===== src/rtl/alu_muldiv_sequencer_pkg.sv =====
// Shared op codes, FSM states and op-decode helpers for the multiply/divide unit.
package alu_muldiv_sequencer_pkg;

  typedef enum logic [1:0] {
    MD_MULT  = 2'b00,
    MD_MULTU = 2'b01,
    MD_DIV   = 2'b10,
    MD_DIVU  = 2'b11
  } md_op_e;

  typedef enum logic [2:0] {
    IDLE,
    PREP,
    ITER,
    FIX,
    DONE
  } md_state_e;

  function automatic logic op_is_signed(md_op_e o);
    return (o == MD_MULT) || (o == MD_DIV);
  endfunction

  function automatic logic op_is_div(md_op_e o);
    return (o == MD_DIV) || (o == MD_DIVU);
  endfunction

endpackage


===== src/rtl/muldiv_addsub.sv =====
// Combinational add/sub for one shift-add / restoring-divide step; borrow is the bit
// above the result and is only meaningful for subtraction.
module muldiv_addsub #(
  parameter int unsigned W = 33
) (
  input  logic [W-1:0] x,
  input  logic [W-1:0] y,
  input  logic         sub,
  output logic [W-1:0] sum,
  output logic         borrow
);

  logic [W:0] full;

  // Widen by one bit so the borrow out of the top lands in full[W]
  always_comb begin
    full   = sub ? ({1'b0, x} - {1'b0, y}) : ({1'b0, x} + {1'b0, y});
    sum    = full[W-1:0];
    borrow = sub & full[W];
  end

endmodule


===== src/rtl/alu_muldiv_sequencer.sv =====
// Multi-cycle MULT/MULTU/DIV/DIVU unit: sign-magnitude prep, WIDTH add/sub steps,
// sign fix-up, then a one-cycle done pulse with hi/lo held until the next result.
module alu_muldiv_sequencer
  import alu_muldiv_sequencer_pkg::*;
#(
  parameter int unsigned WIDTH = 32,
  parameter int unsigned CNT_W = 6
) (
  input  logic             clk,
  input  logic             rst_n,
  input  logic             start,
  input  logic [1:0]       op,
  input  logic [WIDTH-1:0] a,
  input  logic [WIDTH-1:0] b,
  input  logic             flush,
  output logic             busy,
  output logic             done,
  output logic             div_zero,
  output logic [WIDTH-1:0] hi,
  output logic [WIDTH-1:0] lo
);

  md_state_e          state_q, state_d;
  md_op_e             op_q;
  logic [WIDTH-1:0]   a_q, b_q;
  logic [WIDTH-1:0]   m_q;          // |a| for multiply, |b| for divide
  logic [WIDTH-1:0]   w_hi_q;       // product high / partial remainder
  logic [WIDTH-1:0]   w_lo_q;       // product low / quotient
  logic [WIDTH-1:0]   res_hi_q, res_lo_q;
  logic               sign_a_q, sign_b_q, dz_q;
  logic [CNT_W-1:0]   cnt_q;

  logic               accept, sgn, is_div, b_zero;
  logic [WIDTH-1:0]   abs_a, abs_b;
  logic [WIDTH:0]     add_x, add_y, add_sum, mul_c_hi;
  logic               add_borrow;
  logic [WIDTH-1:0]   step_hi, step_lo, fix_hi, fix_lo;
  logic [2*WIDTH-1:0] prod_neg;

  assign accept = start && !flush && (state_q == IDLE || state_q == DONE);
  assign sgn    = op_is_signed(op_q);
  assign is_div = op_is_div(op_q);
  assign b_zero = (b_q == '0);

  // FSM state register
  always_ff @(posedge clk) begin
    if (!rst_n) state_q <= IDLE;
    else        state_q <= state_d;
  end

  // FSM next state; flush overrides every transition including an accept
  always_comb begin
    state_d = state_q;
    unique case (state_q)
      IDLE:    if (start) state_d = PREP;
      PREP:    state_d = (is_div && b_zero) ? DONE : ITER;
      ITER:    if (cnt_q == CNT_W'(1)) state_d = FIX;
      FIX:     state_d = DONE;
      DONE:    state_d = start ? PREP : IDLE;
      default: state_d = IDLE;
    endcase
    if (flush) state_d = IDLE;
  end

  // FSM outputs
  always_comb begin
    busy     = (state_q == PREP) || (state_q == ITER) || (state_q == FIX);
    done     = (state_q == DONE);
    div_zero = dz_q;
    hi       = res_hi_q;
    lo       = res_lo_q;
  end

  muldiv_addsub #(.W(WIDTH + 1)) u_addsub (
    .x      (add_x),
    .y      (add_y),
    .sub    (is_div),
    .sum    (add_sum),
    .borrow (add_borrow)
  );

  // Datapath combinational: magnitudes, one iteration step, and sign fix-up
  always_comb begin
    abs_a    = (sgn && a_q[WIDTH-1]) ? -a_q : a_q;
    abs_b    = (sgn && b_q[WIDTH-1]) ? -b_q : b_q;
    add_x    = is_div ? {w_hi_q, w_lo_q[WIDTH-1]} : {1'b0, w_hi_q};
    add_y    = {1'b0, m_q};
    mul_c_hi = w_lo_q[0] ? add_sum : {1'b0, w_hi_q};
    if (is_div) begin
      step_hi = add_borrow ? add_x[WIDTH-1:0] : add_sum[WIDTH-1:0];
      step_lo = {w_lo_q[WIDTH-2:0], ~add_borrow};
    end else begin
      step_hi = mul_c_hi[WIDTH:1];
      step_lo = {mul_c_hi[0], w_lo_q[WIDTH-1:1]};
    end
    prod_neg = -{w_hi_q, w_lo_q};
    fix_hi   = w_hi_q;
    fix_lo   = w_lo_q;
    unique case (op_q)
      MD_MULT: if (sign_a_q ^ sign_b_q) {fix_hi, fix_lo} = prod_neg;
      MD_DIV: begin
        if (sign_a_q ^ sign_b_q) fix_lo = -w_lo_q;
        if (sign_a_q)            fix_hi = -w_hi_q;
      end
      default: ;
    endcase
  end

  // Datapath registers; result registers change only on a completed (unflushed) op
  always_ff @(posedge clk) begin
    if (!rst_n) begin
      op_q     <= MD_MULT;
      a_q      <= '0;
      b_q      <= '0;
      m_q      <= '0;
      w_hi_q   <= '0;
      w_lo_q   <= '0;
      res_hi_q <= '0;
      res_lo_q <= '0;
      sign_a_q <= 1'b0;
      sign_b_q <= 1'b0;
      dz_q     <= 1'b0;
      cnt_q    <= '0;
    end else begin
      if (accept) begin
        op_q <= md_op_e'(op);
        a_q  <= a;
        b_q  <= b;
      end
      unique case (state_q)
        PREP: begin
          sign_a_q <= sgn & a_q[WIDTH-1];
          sign_b_q <= sgn & b_q[WIDTH-1];
          cnt_q    <= CNT_W'(WIDTH);
          w_hi_q   <= '0;
          w_lo_q   <= is_div ? abs_a : abs_b;
          m_q      <= is_div ? abs_b : abs_a;
          if (is_div && b_zero && !flush) begin
            res_hi_q <= a_q;
            res_lo_q <= '1;
            dz_q     <= 1'b1;
          end
        end
        ITER: begin
          cnt_q  <= cnt_q - CNT_W'(1);
          w_hi_q <= step_hi;
          w_lo_q <= step_lo;
        end
        FIX: begin
          if (!flush) begin
            res_hi_q <= fix_hi;
            res_lo_q <= fix_lo;
            dz_q     <= 1'b0;
          end
        end
        default: ;
      endcase
    end
  end

endmodule


===== config.mk =====
export PLATFORM = sky130hd
export DESIGN_NAME = alu_muldiv_sequencer
export DESIGN_NICKNAME = d
export VERILOG_FILES = /design/src/rtl/alu_muldiv_sequencer_pkg.sv /design/src/rtl/muldiv_addsub.sv /design/src/rtl/alu_muldiv_sequencer.sv
export SDC_FILE = /design/constraint.sdc
export NUM_CORES = 1
export LEC_CHECK = 0
export ABC_AREA = 1
export BUFFER_PORTS_ARGS = -buffer_cell sky130_fd_sc_hd__buf_2
export CAP_MARGIN = 20
export CORE_AREA = 2 2 177 179
export CTS_CLUSTER_SIZE = 28
export DETAILED_ROUTE_END_ITERATION = 7
export DIE_AREA = 0 0 179 181
export PLACE_DENSITY = 0.79
export SYNTH_ARGS = -nofsm -noshare
export SYNTH_HDL_FRONTEND = slang
export SYNTH_SLANG_ARGS = --single-unit

===== constraint.sdc =====
create_clock -name clk -period 3.6 [get_ports clk]
set_input_delay 0.72 -clock clk [delete_from_list [all_inputs] [get_ports clk]]
set_output_delay 0.72 -clock clk [all_outputs]
set_load 0.005 [all_outputs]

---- Yosys cells after proc, flatten, opt, wreduce, memory -nomap -nowiden ----
Cells that the tools add are included.
cells by class
  $lt $le $gt $ge ......................... 0
  div/mod/pow operators ................... 0
  reduce and logical (&&, ||, !) cells .... 20
  multiply operators ...................... 0
  shift operators ......................... 0
  eq/ne operators ......................... 11
  $add $sub $neg .......................... 8
  bitwise operators ....................... 6
  muxes and demuxes ....................... 33
operators by type and width
  cell                 number
  $mux 32              15
  $pmux 32 s2          6
  $neg 32->32          4
  $mux 33              2
  $neg 64->64          1
  $add 33x32->34       1
  $mux 34              1
  $sub 33x32->34       1
  $logic_not 32->1     1
  $pmux 3 s5           1
  $pmux 6 s2           1
  $mux 3               3
  $eq 3x2->1 const B   2
  $eq 6x1->1 const B   1
  $logic_and 1x1->1    6
  $ne 2x2->1 const B   3
  $sub 6x1->6 const B  1
  $logic_or 1x1->1     5
  $eq 2x2->1 const B   2
  $reduce_bool 2->1    2
  $and 1x1->1          3
  $eq 3x1->1 const B   1
  $eq 3x3->1 const B   1
  $logic_not 3->1      1
  other kinds (10)     13
storage, ports and cells
  output and inout bits ................... 67
  memories kept ........................... 0
  ROM bits ................................ 0
  latch bits .............................. 0
  input port bits ......................... 70
  bits in registers ....................... 238
  RAM bits ................................ 0

---- Depth between registers and ports, before layout ----
  word-level depth ........................ 9
  depth in mapped cells ................... 26

---- Modules after synthesis ----
A second synthesis with hierarchy kept.
unflattened totals
  cells, all modules ...................... 3271
  area total of the unflattened synthesis .. 18906.9 um^2
modules (own cells, without submodules)
  module                cells an instance  area each (um^2)  times used  sequential area each (um^2)
  alu_muldiv_sequencer  2479               15179.6           1           4764.6
  muldiv_addsub         792                3727.3            1           0.0

---- Worst setup path after synthesis ----
No wires, ideal clock.
  path type ............................... register -> register
  start ................................... register op_q[1]
  end ..................................... register w_hi_q[10]
  stages on the path, launching flop included .. 22
  setup slack ............................. 500 ps
  period minus slack after synthesis ...... 3100 ps
  arrival time ............................ 3029 ps
  buffers on the path ..................... 5
  required time ........................... 3530 ps
  library setup time ...................... 70 ps
  path through ............................ dfxtp_1 > buf_2 > buf_2 > buf_2 > clkbuf_1 > nor2_1 > xor2_1 > ha_1 > nand2_1 > nand2_1 > nand2_1 > nand2_1 > nand2_1 > nand3_1 > nand2_1 > nand3_1 > nand2_2 > buf_2 > nand3_1 > nand3_1 > nand3_1 > a21oi_1
between the ends
  word-level cells in the longest chain between the ends .. 9
ends and longest elaborated chain
  item                                              RTL line                        text
  start, declared                                   alu_muldiv_sequencer.sv:24      md_op_e op_q;
  start signal, assigned                            alu_muldiv_sequencer.sv:126     op_q <= md_op_e'(op);
  $eq 2x2->1                                        alu_muldiv_sequencer_pkg.sv:24  return (o == MD_DIV) || (o == MD_DIVU);
  $logic_or 1x1->1 (*)                              alu_muldiv_sequencer_pkg.sv:24
  $mux 33                                           alu_muldiv_sequencer.sv:86      add_x = is_div ? {w_hi_q, w_lo_q[WIDTH-1]} : {1'b0, w_hi_q};
  $add 33x32->34 or $sub 33x32->34 (tied branches)  muldiv_addsub.sv:17             full = sub ? ({1'b0, x} - {1'b0, y}) : ({1'b0, x} + {1'b0, y});
  $mux 34                                           muldiv_addsub.sv:17
  $and 1x1->1                                       muldiv_addsub.sv:19             borrow = sub & full[W];
  $mux 32                                           alu_muldiv_sequencer.sv:90      step_hi = add_borrow ? add_x[WIDTH-1:0] : add_sum[WIDTH-1:0];
  $mux 32 (*)                                       alu_muldiv_sequencer.sv:89      if (is_div) begin
  $pmux 32 s2 (*)                                   alu_muldiv_sequencer.sv:130     unique case (state_q)
  end signal, assigned                              alu_muldiv_sequencer.sv:146     w_hi_q <= step_hi;
  end, declared                                     alu_muldiv_sequencer.sv:27      logic [WIDTH-1:0] w_hi_q;
Every way passes the cells marked *; elsewhere a longest branch is shown, timed or not.
A chain may end at the register's enable or synchronous reset.

---- Worst setup path in the final report ----
  start ................................... register m_q[0]
  end ..................................... register w_hi_q[18]
between the ends
  word-level cells in the longest chain between the ends .. 6
ends and longest elaborated chain
  item                                              RTL line                     text
  start, declared                                   alu_muldiv_sequencer.sv:26   logic [WIDTH-1:0] m_q;
  start signal, assigned                            alu_muldiv_sequencer.sv:137  m_q <= is_div ? abs_b : abs_a;
  $add 33x32->34 or $sub 33x32->34 (tied branches)  muldiv_addsub.sv:17
  $mux 34 (*)                                       muldiv_addsub.sv:17
  $and 1x1->1                                       muldiv_addsub.sv:19
  $mux 32                                           alu_muldiv_sequencer.sv:90
  $mux 32 (*)                                       alu_muldiv_sequencer.sv:89
  $pmux 32 s2 (*)                                   alu_muldiv_sequencer.sv:130
Marked as above.

==> impl_metrics.ini <==
[status]
status = finished, final reports clean

[power]
leakage_nw = 9.49
power.total_mw = 9.12
vdd_ir_drop_max_mv = 0.410
powerDensity_nw_per_um2 = 434

[cts]
worstSkewPairLatency_ns = 0.58
cts_sinks = 238
postCtsHoldBufs = 0
cts_made_buffers = 26
cts_tree = done
htree_levels = 1
cts_root_buf = clkbuf_16
cts_max_path_buffers = 3
clk_pin_slew_worst_paths_ns = 0.06

[worst_setup_path]
cp.arrival_ns = 4.04
path_max_fanout = 5
required_ns = 4.07
end_kind = register
path_class = register to register
start_kind = register

[grt]
first_global_vias = 20323
grt.total_usage_pct = 44.1
grt_max_degree = 98
grt_first_pass_wirelength_um = 111000
global_route.overflow_total = 0
grt_antenna_before_repair = 3

[layout]
instances_no_fill = 3534
nets = 3228
insertedDiodeCount = 0
drive_gt1_share_pct = 14.6
design_area_um2 = 21000
area_growth_pct = 16.0
utilization_pct = 69.3
nFillCells = 2730

[placement]
dp_cells = 3468
place_area_um2 = 19300
gp_congestion = 1.14
io_buffers = 136
hpwl_um = 56400
post-place-ws_ns = -0.0571

[synthesis]
ys_seq_area_share_pct = 26.3
syn_area_um2 = 18100
synth_nets = 3119
synthArstFlopShare_pct = 0
ys_ff_latch = 238
synth_edf_count = 0
synth_cells = 3009
syn_avg_cell_area_um2 = 6.02
synth.distinct_cells = 52
yosysWarnings = 0
synth_top_flop_cell = dfxtp_1

[hold_path]
hold_class = input port to register

[floorplan]
fp.dieH_um = 181
dieWidth_um = 179
initial_utilization_pct = 59.7
dieArea_um2 = 32400
core_area_um2 = 30300
std_cell_rows = 64
pin_count = 137

[timing]
period_share_pct = 99.0
setup_viol = 0
fmax_ghz = 0.281
tightest_slew_ns = 1.22
rsz0062_at_grt = yes
fin_skew_ns = 0.0294
finalMaxSlewViolations = 0
min_period_ns = 3.56
hold_viol = 0
layout_setup_ws_ns = 0.0351
max-slew-margin-rel_pct = 18.0

[route]
vias = 22366
drt_iter0_drc = 3124
wl_um = 75100
ant_nets = 0
via_per_inst = 6.33
drc_errors = 0
drt_pass1_iterations = 7
avgRoutedWirePerCell_um = 21.2

[job]
cap_violations = 0
area by class of cell:
class	instances	area [µm²]	area share, %
repair buffers	231	1500	7.14
flip-flops and latches	238	4770	22.7
clock inverters	14	156	0.744
clock buffers	34	752	3.58
well taps	396	495	2.36
multi-input cells	2307	12200	57.9
inverters	314	1190	5.64
layout by cell type, fill, tap and decap left out, drive strengths merged, types with 2 or more instances in the layout:
master    synthesis  final
clkinvlp          0      3
o21ai           257    257
nand2           742    744
ha               39     39
o211ai           55     55
o21a              8      8
xor2             94     94
clkinv            1     12
buf              55    229
or2              10     10
and2              6      6
nor3             48     48
a21o              2      2
bufinv            0      2
nand3b            5      5
inv             313    311
nand3           327    327
xnor2            15     15
or4               2      2
a21oi           299    299
nor4              7      7
o22ai            13     13
clkbuf           97     36
a211oi            3      3
o31ai             4      4
o221ai            3      3
nand4            41     41
a31oi            34     34
dfxtp           238    238
nor2            283    283
o21bai            3      3
path summary, 6_finish.rpt:
path / end / slack, ns / cells past startpoint / startpoint
min: a_q[7] / 0.37 / 3 / a[7]
min reg2reg: hi[30] / 0.46 / 2 / hi[30]
max reg2reg: w_hi_q[18] / 0.04 / 22 / m_q[0]
max: w_hi_q[18] / 0.04 / 22 / m_q[0]
metrics by stage:
stage | hold WS (ns) | TNS (ns)
final | 0.370 | 0
after global routing | 0.402 | -2.09
after CTS | 0.366 | 0
after detailed placement | 0.450 | -0.678
after global placement | 0.444 | 0
after floorplan | 0.447 | 0
cells in the mapped netlist, types with 34 or more instances:
master    count  area [µm²]
o21ai_0     244        1220
o211ai_1     55         413
ha_1         39         488
a21oi_1     298        1490
dfxtp_1     238        4760
nand3_1     322        1610
clkbuf_1     97         364
a31oi_1      34         213
nand4_1      40         250
nand2_1     728        2730
inv_1       295        1110
nor3_1       43         215
xor2_1       94         823
nor2_1      269        1010
flip-flops by register name (all words and copies together), names as in the netlist:
name      flops
a_q          32
b_q          32
hi           32
lo           32
m_q          32
w_hi_q       32
w_lo_q       32
cnt_q         6
state_q       3
op_q          2
div_zero      1
sign_a_q      1
sign_b_q      1
per-layer routing:
metal / wire length [µm] / GRT usage (%) / share of wire, % / vias to the layer above
li1: - / - / - / 10200
met1: 27200 / 53.6 / 36 / 10242
met2: 32500 / 68.4 / 43 / 1557
met3: 8220 / 8.06 / 11 / 363
met4: 7080 / 33.9 / 9.4 / 4
met5: 28 / 0 / 0.037 / -
worst max-delay path, stage by stage, from the launching register on:
cell and delay [ns]:
dfxtp_2 0.33, inv_2 0.08, ha_1 0.19, nand3_1 0.17, nor2_4 0.17, nor2_1 0.09
nor2_2 0.17, nand2_2 0.12, xor2_1 0.20, inv_1 0.08, ha_1 0.36, nand2_1 0.12
inv_1 0.13, nand2_2 0.11, nor2_2 0.18, nand4_1 0.12, nand3_1 0.15, nor2_1 0.07
nor2_2 0.20, nand2_1 0.08, a21oi_1 0.14, nand2_1 0.06, a21oi_1 0.12
power by group:
part,total [mW],internal [mW],switching [mW]
Combinational,3.40,1.07,2.33
Sequential,2.88,2.73,0.141
Clock,2.85,1.63,1.22
logic make-up after synthesis:
kind of cell	after synthesis	synth area share [%]
AND/OR/NAND/NOR	1471	35.1
AO/OA/AOI/OAI	685	20.6
buffers and inverters	466	10.0
flip-flops	238	26.3
XOR/XNOR	109	5.27
adder cells (fa/ha/maj)	40	2.80
what timing repair did:
item,CTS,global route
cloned,0,4
pin swaps,1,40
resized for setup,3,160
setup endpoints to repair,32,33
setup buffers,0,14
No activity file was read; power rests on OpenSTA's default activity.
